[src/rtl/traffic_countdown_ctrl.sv]
// Traffic-light phase controller (GREEN -> YELLOW -> RED) with an N-digit BCD
// countdown, hold, latched pedestrian request and per-digit 7-segment decode.
module traffic_countdown_ctrl #(
    parameter int unsigned         DIGITS     = 2,
    parameter logic [4*DIGITS-1:0] GREEN_BCD  = 'h19,
    parameter logic [4*DIGITS-1:0] YELLOW_BCD = 'h03,
    parameter logic [4*DIGITS-1:0] RED_BCD    = 'h15,
    parameter logic [4*DIGITS-1:0] PED_BCD    = 'h05
) (
    input  logic                  clk_i,
    input  logic                  rst_ni,
    input  logic                  tick_en_i,
    input  logic                  hold_i,
    input  logic                  ped_req_i,
    output logic                  led_green_o,
    output logic                  led_yellow_o,
    output logic                  led_red_o,
    output logic [4*DIGITS-1:0]   bcd_count_o,
    output logic [7*DIGITS-1:0]   seg_o,
    output logic                  phase_done_o
);

    localparam int W = 4 * DIGITS;

    typedef enum logic [1:0] {
        PhGreen  = 2'd0,
        PhYellow = 2'd1,
        PhRed    = 2'd2
    } phase_e;

    function automatic logic isBcd(input logic [W-1:0] v);
        logic ok;
        ok = 1'b1;
        for (int i = 0; i < DIGITS; i++) begin
            if (v[4*i +: 4] > 4'd9) ok = 1'b0;
        end
        return ok;
    endfunction

    // Digit-serial borrow; only called with a non-zero count so it never wraps.
    function automatic logic [W-1:0] bcdDec(input logic [W-1:0] v);
        logic [W-1:0] r;
        logic         borrow;
        r      = v;
        borrow = 1'b1;
        for (int i = 0; i < DIGITS; i++) begin
            if (borrow) begin
                if (r[4*i +: 4] == 4'd0) begin
                    r[4*i +: 4] = 4'd9;
                end else begin
                    r[4*i +: 4] = r[4*i +: 4] - 4'd1;
                    borrow      = 1'b0;
                end
            end
        end
        return r;
    endfunction

    function automatic logic [6:0] seg7(input logic [3:0] d);
        logic [6:0] s;
        case (d)
            4'd0:    s = 7'h3F;
            4'd1:    s = 7'h06;
            4'd2:    s = 7'h5B;
            4'd3:    s = 7'h4F;
            4'd4:    s = 7'h66;
            4'd5:    s = 7'h6D;
            4'd6:    s = 7'h7D;
            4'd7:    s = 7'h07;
            4'd8:    s = 7'h7F;
            4'd9:    s = 7'h6F;
            default: s = 7'h00;
        endcase
        return s;
    endfunction

    if (DIGITS < 1 || DIGITS > 4) begin : g_err_digits
        $error("traffic_countdown_ctrl: DIGITS must be 1..4");
    end
    if (!isBcd(GREEN_BCD) || !isBcd(YELLOW_BCD) || !isBcd(RED_BCD) || !isBcd(PED_BCD)) begin : g_err_bcd
        $error("traffic_countdown_ctrl: duration digit above 9");
    end
    if (GREEN_BCD == '0 || YELLOW_BCD == '0 || RED_BCD == '0) begin : g_err_zero
        $error("traffic_countdown_ctrl: phase duration must be at least 1");
    end
    if (PED_BCD >= GREEN_BCD) begin : g_err_ped
        $error("traffic_countdown_ctrl: PED_BCD must be below GREEN_BCD");
    end

    phase_e         phase_q, phase_d;
    logic [W-1:0]   count_q, count_d;
    logic           pedLatch_q, pedLatch_d;
    logic           phaseDone_q, phaseDone_d;
    logic           ledGreen_q, ledGreen_d;
    logic           ledYellow_q, ledYellow_d;
    logic           ledRed_q, ledRed_d;
    logic           advance;

    always_ff @(posedge clk_i or negedge rst_ni) begin
        if (!rst_ni) begin
            phase_q     <= PhGreen;
            count_q     <= GREEN_BCD;
            pedLatch_q  <= 1'b0;
            phaseDone_q <= 1'b0;
            ledGreen_q  <= 1'b1;
            ledYellow_q <= 1'b0;
            ledRed_q    <= 1'b0;
        end else begin
            phase_q     <= phase_d;
            count_q     <= count_d;
            pedLatch_q  <= pedLatch_d;
            phaseDone_q <= phaseDone_d;
            ledGreen_q  <= ledGreen_d;
            ledYellow_q <= ledYellow_d;
            ledRed_q    <= ledRed_d;
        end
    end

    // A request on an advance edge is only seen via pedLatch_q on the following advance.
    always_comb begin
        advance     = tick_en_i & ~hold_i;
        phase_d     = phase_q;
        count_d     = count_q;
        pedLatch_d  = pedLatch_q | ped_req_i;
        phaseDone_d = 1'b0;
        if (advance) begin
            if (count_q == '0) begin
                phaseDone_d = 1'b1;
                unique case (phase_q)
                    PhGreen: begin
                        phase_d    = PhYellow;
                        count_d    = YELLOW_BCD;
                        pedLatch_d = ped_req_i;
                    end
                    PhYellow: begin
                        phase_d = PhRed;
                        count_d = RED_BCD;
                    end
                    default: begin
                        phase_d = PhGreen;
                        count_d = GREEN_BCD;
                    end
                endcase
            end else if (phase_q == PhGreen && pedLatch_q && count_q > PED_BCD) begin
                count_d = PED_BCD;
            end else begin
                count_d = bcdDec(count_q);
            end
        end
        ledGreen_d  = (phase_d == PhGreen);
        ledYellow_d = (phase_d == PhYellow);
        ledRed_d    = (phase_d == PhRed);
    end

    always_comb begin
        led_green_o  = ledGreen_q;
        led_yellow_o = ledYellow_q;
        led_red_o    = ledRed_q;
        bcd_count_o  = count_q;
        phase_done_o = phaseDone_q;
        seg_o        = '0;
        for (int i = 0; i < DIGITS; i++) begin
            seg_o[7*i +: 7] = seg7(count_q[4*i +: 4]);
        end
    end

endmodule

[config.mk]
export PLATFORM = sky130hd
export DESIGN_NAME = traffic_countdown_ctrl
export DESIGN_NICKNAME = d
export VERILOG_FILES = /design/src/rtl/traffic_countdown_ctrl.sv
export SDC_FILE = /design/constraint.sdc
export NUM_CORES = 1
export LEC_CHECK = 0
export ABC_AREA = 1
export ABC_CLOCK_PERIOD_IN_PS = 1800
export CAP_MARGIN = 20
export CORE_MARGIN = 3
export CORE_UTILIZATION = 48
export DETAILED_ROUTE_END_ITERATION = 12
export HOLD_SLACK_MARGIN = 0.15
export PLACE_DENSITY_LB_ADDON = 0.15
export REMOVE_ABC_BUFFERS = 1
export SKIP_CTS_REPAIR_TIMING = 1
export SLEW_MARGIN = 20
export SYNTH_ARGS = -nofsm -noshare
export SYNTH_HDL_FRONTEND = slang
export SYNTH_SLANG_ARGS = --single-unit
[constraint.sdc]
create_clock -name clk_i -period 1.8 [get_ports clk_i]
set_input_delay 0.45 -clock clk_i [delete_from_list [all_inputs] [get_ports clk_i]]
set_output_delay 0.45 -clock clk_i [all_outputs]
set_load 0.005 [all_outputs]
==> insert_results.sql <==
INSERT INTO impl_metrics (metric_group, metric, value, unit) VALUES
('run_status', 'status', 'complete, but fails checks', ''),
('run_status', 'violations', 'negative setup slack', ''),
('drt', 'drcViolationCount', '0', ''),
('pwr', 'switching_share', '47.7', '%'),
('synth', 'seq_area_frac_synth', '32.7', '%'),
('timing', 'max_slew.worst_pin.slew', '350', 'ps'),
('die', 'dieArea', '3050', 'um^2'),
('die', 'initial_utilization', '51.6', '%'),
('timing', 'final_min_period_over_clock_period', '117', '%'),
('timing', 'finalMaxSlewViolations', '0', ''),
('worst_setup_path', 'cp_common_cell', 'sky130_fd_sc_hd__o21ai_0', ''),
('die', 'die_width', '55.2', 'um'),
('timing', 'worst_hold_slack', '460', 'ps'),
('cts', 'cell_at_the_root_of_the_clock_tree', 'sky130_fd_sc_hd__clkbuf_4', ''),
('pwr', 'power.share.combinational', '80.2', '%'),
('timing', 'rsz0062_at_grt', 'true', ''),
('synth', 'post_synth.cell_area_avg', '7.51', 'um^2'),
('cells_and_area', 'final_core_utilization', '94.7', '%'),
('drt', 'routed_via_density', '5.93', ''),
('timing', 'finClkSkew', '19.0', 'ps'),
('worst_setup_path', 'worst_r2r_endpoint', 'pedLatch_q$_DFF_PN0_', ''),
('cts', 'cts_max_level', '1', ''),
('drt', 'drt-total-wl', '5520', 'um'),
('pwr', 'power_per_cell_area', '1980', 'nW/um^2'),
('cts', 'worstSkewPairLatency', '300', 'ps'),
('drt', 'detailedRoute.firstPassIterationCount', '7', ''),
('global_routing', 'grt_pass1_wl', '4920', 'um'),
('worst_setup_path', 'critPathArrivalTime', '1650', 'ps'),
('placement', 'placed_cells_incl_taps', '247', ''),
('placement', 'gp_congestion', '0.871', ''),
('drt', 'dr_total_vias', '1583', ''),
('min_path', 'worst_hold_path_type', 'in2async', ''),
('worst_setup_path', 'rrSetupSlack', '-150', 'ps'),
('cts', 'cts_num_sinks', '15', ''),
('die', 'die_h', '55.2', 'um'),
('pwr', 'p_leak', '1.17', 'nW'),
('pwr', 'power.internal', '2.21', 'mW'),
('timing', 'setup_ws', '-302', 'ps'),
('synth', 'netlist-cell-type-count', '24', ''),
('timing', 'final.setup.tns', '-4000', 'ps'),
('worst_setup_path', 'endpoint_kind', 'output pin', ''),
('die', 'std_cell_rows', '17', ''),
('worst_setup_path', 'crit_path_max_incr_delay', '560', 'ps'),
('cts', 'tritoncts.num_buffers', '3', ''),
('worst_setup_path', 'timing.critical_path.required', '1350', 'ps'),
('cells_and_area', 'final_common_cell', 'sky130_fd_sc_hd__buf_4', ''),
('drt', 'ant_nets', '0', ''),
('cells_and_area', 'most-common-layout-cells', '38 x sky130_fd_sc_hd__buf_4, 37 x sky130_fd_sc_hd__nand2_1, 12 x sky130_fd_sc_hd__dlymetal6s2s_1, 12 x sky130_fd_sc_hd__buf_6, 11 x sky130_fd_sc_hd__nor2_1', ''),
('global_routing', 'grt_usage', '19.4', '%'),
('timing', 'finalSetupViolations', '29', ''),
('pwr', 'pwr-share-seq', '15.0', '%'),
('timing', 'fmaxAchievable', '0.476', 'GHz'),
('worst_setup_path', 'worstSetupStartpointType', 'flop', ''),
('worst_setup_path', 'path_max_fanout', '5', ''),
('global_routing', 'vias_in_the_first_global_route', '1204', ''),
('placement', 'post-dp-hpwl', '2480', 'um'),
('worst_setup_path', 'timing.critical_path.slowest_stage_cell', 'sky130_fd_sc_hd__dfstp_2', ''),
('cts', 'clkSlewWorstSetupHoldPaths', '100', 'ps'),
('cells_and_area', 'layout_cell_share_with_drive_strength_beyond_1', '49.8', '%'),
('die', 'ios', '31', ''),
('drt', 'drtIter0Drc', '192', ''),
('cells_and_area', 'fin_nets', '257', ''),
('synth', 'postSynthRegisterBits', '15', ''),
('die', 'core', '2250', 'um^2'),
('pwr', 'power.total', '4.23', 'mW'),
('worst_setup_path', 'ff2ff_path_depth', '10', ''),
('cts', 'cts_max_path_buffers', '2', ''),
('timing', 'post-route-min-period', '2100', 'ps'),
('pwr', 'irDropWorstVdd', '0.00144', 'V'),
('timing', 'finalHoldViolations', '0', ''),
('global_routing', 'grt_remaining_overflow', '0', '');
==> state kept, by name, indices dropped and copies added (netlist names) <==
register / flops
phase_done_o: 1
pedLatch_q: 1
phase_q: 2
bcd_count_o: 8
led_yellow_o: 1
led_green_o: 1
led_red_o: 1
==> metal layers <==
metal | vias to the layer above | GRT usage, % | part of all wire, %
li1 | 667 | - | -
met1 | 731 | 23.4 | 37
met2 | 132 | 35.6 | 46
met3 | 53 | 2.10 | 7.7
met4 | 0 | 6.25 | 8.9
met5 | - | 0 | 0
==> per-stage QoR <==
| stage | worst slack (ps) | cell area, um^2 |
|---|---|---|
| 2_1_floorplan | 34.6 | 1160 |
| 3_3_place_gp | -318 | 1750 |
| 3_5_place_dp | -372 | 1750 |
| 4_1_cts | -697 | 1780 |
| 5_1_grt | -429 | 2130 |
| 6_report | -302 | 2130 |
==> critical path: cells and delay by family (launching register included) <==
kind | cells | cell delay (ps)
DFF | 1 | 560
AOI/OAI and AO/OA | 2 | 210
adders and majority gates | 1 | 180
buffers and inverters | 3 | 400
==> power groups by stage <==
stage / clock network (mW) / logic [mW] / registers [mW]
floorplan: 0 / 1.05 / 0.660
global placement: 0 / 2.47 / 0.589
detailed placement: 0 / 2.54 / 0.597
CTS: 0.201 / 2.55 / 0.591
global route: 0.219 / 3.57 / 0.649
finish: 0.201 / 3.39 / 0.635
==> cell families after synthesis <==
kind of cell	Yosys count	synth area share (%)
compound gates	24	12.0
fa+ha+maj	12	12.9
flops	15	32.7
buf+inv	21	7.20
simple gates	83	35.2
==> Yosys cell counts, drive strengths merged <==
| cell | n | area, um^2 |
|---|---|---|
| a21o | 1 | 8.76 |
| a21oi | 8 | 40.0 |
| a22oi | 1 | 7.51 |
| a31oi | 3 | 18.8 |
| dfrtp | 11 | 275 |
| dfstp | 4 | 105 |
| ha | 12 | 150 |
| inv | 21 | 83.8 |
| nand2 | 44 | 188 |
| nand3 | 11 | 60.1 |
| nand4 | 4 | 25.0 |
| nor2 | 22 | 124 |
| o21ai | 10 | 57.6 |
| o21bai | 1 | 7.51 |
| or2 | 2 | 12.5 |
==> worst max-delay path by stage <==
| stage | start | end | slack, ps | cells after the start |
|---|---|---|---|---|
| floorplan | bcd_count_o[4]$_DFFE_PN1P_ | seg_o[7] | 30 | 4 |
| global placement | bcd_count_o[4]$_DFFE_PN1P_ | seg_o[7] | -320 | 5 |
| detailed placement | bcd_count_o[4]$_DFFE_PN1P_ | seg_o[7] | -370 | 5 |
| CTS | bcd_count_o[4]$_DFFE_PN1P_ | seg_o[7] | -700 | 5 |
| global route | bcd_count_o[1]$_DFFE_PN0P_ | seg_o[3] | -430 | 8 |
| finish | bcd_count_o[0]$_DFFE_PN1P_ | seg_o[3] | -300 | 6 |
==> area by class of cell <==
cell class	count	area (um^2)
well taps	28	35.0
clock buffers	3	22.5
flip-flops and latches	15	383
inverters	21	83.8
clock inverters	1	5.00
multi-input cells	119	895
repair buffers	80	711
fillers	71	120
Note: power is estimated with default switching activity, not from simulation.
